<file path="src/rtl/expr_emitter.sv">
// -----------------------------------------------------------------------------
// expr_emitter
//   Sends a packed single-digit arithmetic expression out as a stream of
//   ASCII characters, one character per valid/ready handshake. The stream
//   follows the grammar digit (op digit)*. Digits go out as '0'..'9' and the
//   operators as '+' or '*'.
//
// Ports
//   clk        rising-edge clock
//   clr        asynchronous, active-high reset
//   start      load command; only looked at while busy=0
//   num_terms  number of digit operands, legal range 1..MAX_TERMS
//   digits     digit k sits at [4k+3:4k]; term 0 is sent first
//   ops        op k goes between term k and term k+1 (0='+', 1='*')
//   out_char   ASCII character currently presented
//   out_valid  out_char is valid
//   out_ready  consumer takes out_char this cycle
//   busy       an expression is loaded and has not been fully accepted yet
//   done       one-cycle pulse after the last character is accepted
//   err        one-cycle pulse when an illegal start is rejected
// -----------------------------------------------------------------------------
module expr_emitter #(
  parameter int MAX_TERMS = 8,
  parameter int CW        = $clog2(MAX_TERMS + 1)
) (
  input  logic                   clk,
  input  logic                   clr,
  input  logic                   start,
  input  logic [CW-1:0]          num_terms,
  input  logic [4*MAX_TERMS-1:0] digits,
  input  logic [MAX_TERMS-2:0]   ops,
  output logic [7:0]             out_char,
  output logic                   out_valid,
  input  logic                   out_ready,
  output logic                   busy,
  output logic                   done,
  output logic                   err
);

  localparam logic [7:0] CHAR_PLUS = 8'h2B;
  localparam logic [7:0] CHAR_MUL  = 8'h2A;

  typedef enum logic [1:0] {
    IDLE,
    NUM,
    OP
  } state_t;

  state_t                 state;
  logic [CW-1:0]          idx;
  logic [CW-1:0]          nt_q;
  logic [4*MAX_TERMS-1:0] digits_q;
  logic [MAX_TERMS-2:0]   ops_q;

  logic                   start_legal;
  logic                   op_sel;
  logic [3:0]             digit_next;
  logic [CW-1:0]          idx_next;
  logic                   last_term;

  // A start is legal when the term count is in range and every digit that
  // will be used is a decimal digit. Digits past num_terms do not matter.
  // NOTE: every signal gets a default at the top of always_comb. Any path
  // that left one unassigned would infer a latch.
  always_comb begin
    start_legal = (num_terms != '0) && (num_terms <= CW'(MAX_TERMS));
    for (int k = 0; k < MAX_TERMS; k++) begin
      if ((CW'(k) < num_terms) && (digits[4*k +: 4] > 4'd9)) begin
        start_legal = 1'b0;
      end
    end
  end

  // Operand and operator lookups from the captured copies. A compare loop is
  // used instead of a variable bit-select so the index width never has to
  // match the vector's natural index width.
  always_comb begin
    idx_next   = idx + CW'(1);
    op_sel     = 1'b0;
    digit_next = 4'd0;
    for (int k = 0; k < MAX_TERMS - 1; k++) begin
      if (idx == CW'(k)) begin
        op_sel = ops_q[k];
      end
    end
    for (int k = 0; k < MAX_TERMS; k++) begin
      if (idx_next == CW'(k)) begin
        digit_next = digits_q[4*k +: 4];
      end
    end
  end

  assign last_term = (idx == nt_q - CW'(1));

  // A legal digit is at most 9, so 8'h30 + d is the same as {4'h3, d}.
  // NOTE: all state uses non-blocking assignments. The outputs and the next
  // state are then computed from values that were sampled before the edge.
  // NOTE: the captured expression registers are cleared on reset as well, so
  // no stale operand survives a clr.
  always_ff @(posedge clk or posedge clr) begin
    if (clr) begin
      state     <= IDLE;
      idx       <= '0;
      nt_q      <= '0;
      digits_q  <= '0;
      ops_q     <= '0;
      out_char  <= 8'h00;
      out_valid <= 1'b0;
      busy      <= 1'b0;
      done      <= 1'b0;
      err       <= 1'b0;
    end else begin
      done <= 1'b0;
      err  <= 1'b0;
      case (state)
        IDLE: begin
          if (start) begin
            if (start_legal) begin
              digits_q  <= digits;
              ops_q     <= ops;
              nt_q      <= num_terms;
              idx       <= '0;
              state     <= NUM;
              out_char  <= {4'h3, digits[3:0]};
              out_valid <= 1'b1;
              busy      <= 1'b1;
            end else begin
              err <= 1'b1;
            end
          end
        end

        NUM: begin
          if (out_ready) begin
            if (last_term) begin
              state     <= IDLE;
              out_char  <= 8'h00;
              out_valid <= 1'b0;
              busy      <= 1'b0;
              done      <= 1'b1;
            end else begin
              state    <= OP;
              out_char <= op_sel ? CHAR_MUL : CHAR_PLUS;
            end
          end
        end

        OP: begin
          if (out_ready) begin
            idx      <= idx_next;
            state    <= NUM;
            out_char <= {4'h3, digit_next};
          end
        end

        default: begin
          state     <= IDLE;
          out_char  <= 8'h00;
          out_valid <= 1'b0;
          busy      <= 1'b0;
        end
      endcase
    end
  end

endmodule
</file>
<file path="config.mk">
export PLATFORM = sky130hd
export DESIGN_NAME = expr_emitter
export DESIGN_NICKNAME = d
export VERILOG_FILES = /design/src/rtl/expr_emitter.sv
export SDC_FILE = /design/constraint.sdc
export NUM_CORES = 1
export LEC_CHECK = 0
export CAP_MARGIN = 10
export CORE_AREA = 2 2 94 69
export DETAILED_ROUTE_END_ITERATION = 12
export DIE_AREA = 0 0 96 71
export GPL_TIMING_DRIVEN = 0
export MAX_ROUTING_LAYER = met4
export PLACE_DENSITY = 0.82
export SETUP_SLACK_MARGIN = 0.5
export SLEW_MARGIN = 20
export SYNTH_ARGS = -nofsm -noshare
export SYNTH_HDL_FRONTEND = slang
export SYNTH_SLANG_ARGS = --single-unit
</file>
<file path="constraint.sdc">
create_clock -name clk -period 5 [get_ports clk]
set_input_delay 1 -clock clk [delete_from_list [all_inputs] [get_ports clk]]
set_output_delay 1 -clock clk [all_outputs]
set_load 0.01 [all_outputs]
</file>
==> summary.md <==
| Metric | Value |
|---|---|
| Leak pwr | ~1.7 nW |
| H-tree lvl count | 3 |
| Setup CP Type | input pin to flip-flop |
| Power, Total | 2.14 mW |
| Most common cell in the synthesized netlist | dfrtp_1 |
| GP Congestion | between 0.9 and 1 |
| Setup Fix Bufs, Post-CTS | 0 |
| Unique masters post-synth | 49 |
| Hold path depth | 1 |
| Setup TNS Final | 0 ps |
| Crit path time final | between 3000 and 4000 ps |
| Skew-Pair Late Insertion Delay | roughly 340 ps |
| Port Buffers | 54 |
| CTS Root Buffer Type | clkbuf_8 |
| Router iterations before antenna repair | 4 |
| Share of post-route cells with drive strength above 1 | 0.197 |
| Clock sinks | 57 |
| Top cell type's share of synthesized area | 0.462 |
| Cell count after synthesis | approximately 300 |
| Commonest cells in the synthesized netlist | 57 x dfrtp_1, 41 x mux2_2, 26 x o21ai_0, 22 x a21oi_1, 22 x nand2_1 |
| Min-Delay Path Class | flip-flop to flip-flop |
| Max-Cap Viols | 0 |
| Post-synthesis mux area share | 0.150 |
| Ant diodes | 0 |
| Mapped cell area | a little over 3000 um2 |
| Finished Layout Cells | between 400 and 500 |
| GRT Overall Usage | 0.257 |
| Vias post-DR | 2545 |
| Cts hold-fix bufs | 0 |
| Reg clk slew, reported paths | around 60 ps |
| Layout area overhead | 27.2% |
| Initial drt markers | about 190 |
| Maximum vdd drop | approximately 0.00026 V |
| Core area | ~6000 um2 |
| Cts repair resizes | 0 |
| Hold Fails Final Rpt | 0 |
| Die ar. | about 6800 um2 |
| Flops & latches, synth | 57 |
| Dpl hpwl | 5780 um |
| Cells along the critical path | clkdlybuf4s50_1 > nor4b_2 > o221ai_1 > o31ai_2 > nand4_1 > buf_2 > a221oi_1 > a211oi_1 |
| Num rows | 24 |
| Fill count | approximately 500 |
| Drt via density | ~5.7 |
| CTS tree | built |
| Yosys top cell by area | dfrtp_1 |
| # setup viols final | 0 |
| Area of the multi-input gates | ~1500 um2 |
| Max-slew violation count | 0 |
| Die span in y | 71 um |
| Reg2Reg Depth | 10 |
| Synth Area in XOR/XNOR | 0.0199 |
| Status | complete, no violations |
| Synth Area in Simple Gates | 0.109 |
| Crit-path slowest cell | clkdlybuf4s50_1 |
| Seq/Total Area, Yosys | 0.462 |
| Max clock buf depth | 2 |
| Largest net degree at the start of global routing | between 50 and 60 |
| Post-Place Cells | 434 |
| CP startpoint kind | input pin |
| I/O Pins | between 50 and 60 |
| Final period util | 0.610 |
| Initial Utilization | 0.516 |
| Register area | about 1400 um2 |
| Gr ovfl total | 0 |
| Synth Area in Adders | 0.0284 |
| Synth top area cells | dfrtp_1 46%, mux2_2 15%, o21ai_0 4.2%, a21oi_1 3.6%, ha_1 2.8% |
| Net count, final | roughly 420 |
| Final ANT Viol Nets | 0 |
| Max incr delay on CP | 560 ps |
| Crit. End Element | flip-flop |
| TritonCTS Buffers | 9 |
| Primary FF master, synth | dfrtp_1 |
| Avg Cell Area, Syn | 10.3 um2 |
| Die Span X | ~96 um |
| Largest family of logic cells by synthesized area | compound AO/OA/AOI/OAI gates |
| Post-synthesis compound-gate area fraction | 0.175 |
| Global-route wire length before repair | 12600 um |
| Max Fclk | approximately 330 MHz |
| Clock Skew | 4.38 ps |
| Residual DRC | 0 |
| Initial antenna violation count | 0 |
| WP data required | 5210 ps |
| Synth Warn # | 0 |
| Vias in the first global route | ~2500 |
| Number of synthesized flops with an enable pin | 0 |
| Crit path max fanout | 10 |
| Max-slew headroom | 0.520 |
| Power per Cell Area | between 500 and 600 nW/um2 |
| Async SR Flop Fraction | 1.00 |
| Total Wirelength | a little under 8000 um |
| Critical path data arrival time | 3260 ps |
| Actual slew at the worst max-slew pin | just over 700 ps |
| WL per Instance | roughly 17 um |
| RSZ-0062 raised after global routing | no |
critical path, delay by kind of cell:
| family | cells | cell delay [ps] |
|---|---|---|
| buffers and inverters | 2 | 840 |
| and+or+nand+nor | 2 | 540 |
| AOI/OAI and AO/OA | 4 | 870 |
sequential cells by signal, indices dropped and copies added (netlist names):
| register | cells |
|---|---|
| ops_q | 7 |
| nt_q | 4 |
| idx | 4 |
| digits_q | 32 |
| err | 1 |
| out_char | 6 |
| busy | 1 |
| done | 1 |
| state | 1 |
report_power, final:
group	switching [mW]	internal [mW]
logic	0.442	0.455
registers	0.137	0.665
clock network	0.185	0.253
cell type report:
cell class              instances  area share
multi-input cells             207       0.381
repair buffers                 54       0.138
flip-flops and latches         57       0.363
clock inverters                 3      0.0102
plain buffers                  22      0.0274
inverters                      16      0.0159
clock buffers                  12      0.0395
well taps                      78      0.0249
worst paths after layout:
| check | end | slack (ps) | from |
|---|---|---|---|
| hold reg to reg | digits_q[9]$_DFFE_PP0P_ | 510 | digits_q[9]$_DFFE_PP0P_ |
| setup / recovery | out_char[1]$_DFFE_PP0P_ | 1950 | num_terms[1] |
| min in group asynchronous | ops_q[2]$_DFFE_PP0P_ | 1150 | clr |
| hold / removal | digits_q[9]$_DFFE_PP0P_ | 510 | digits_q[9]$_DFFE_PP0P_ |
| max in group asynchronous | digits_q[7]$_DFFE_PP0P_ | 3380 | clr |
| setup reg to reg | out_char[0]$_DFFE_PP0P_ | 2210 | idx[1]$_DFFE_PP0P_ |
cells in the final DEF, fill, tap and decap left out, types with 3 or more instances in the layout:
| cell type | Yosys | layout |
|---|---|---|
| clkdlybuf4s50_1 | 0 | 54 |
| dfrtp_1 | 57 | 57 |
| xnor2_1 | 6 | 6 |
| buf_4 | 4 | 4 |
| a221oi_1 | 4 | 4 |
| nand3_1 | 6 | 6 |
| buf_2 | 8 | 8 |
| nand2_1 | 22 | 22 |
| a21oi_1 | 22 | 22 |
| and2_1 | 4 | 4 |
| o21ai_0 | 26 | 26 |
| clkbuf_8 | 0 | 11 |
| a211oi_1 | 4 | 4 |
| nand2b_1 | 3 | 3 |
| clkbuf_1 | 10 | 11 |
| ha_1 | 7 | 7 |
| mux2_2 | 41 | 41 |
| a22o_1 | 3 | 3 |
| nor2_1 | 13 | 13 |
| nand3b_1 | 6 | 6 |
| nor3_1 | 3 | 3 |
| inv_1 | 16 | 15 |
layer usage:
layer  vias up  part of all wire  GRT usage
met5         -                 0          -
met4         0             0.014     0.0889
met3        12             0.092     0.0639
met2       126              0.43      0.344
met1      1200              0.46      0.378
li1       1207                 -          -
logic make-up after synthesis:
logic type / count (synthesis)
DFF: 57
adders and majority gates: 7
muxes: 41
buffers and inverters: 38
xor gates and xnor gates: 7
and+or+nand+nor: 66
other: 1
AOI/OAI and AO/OA: 84
per-stage QoR:
stage          worst slack (ps)  hold WS, ps   util  instance area [um2]
3_5_place_dp               1660          493  0.624                 3730
3_3_place_gp               1560          486  0.624                 3730
5_1_grt                    1880          531  0.657                 3930
2_1_floorplan              2490          470      -                 3090
6_report                   1950          506  0.657                 3930
4_1_cts                    2020          507  0.657                 3930
No activity file was read; power rests on OpenSTA's default activity.
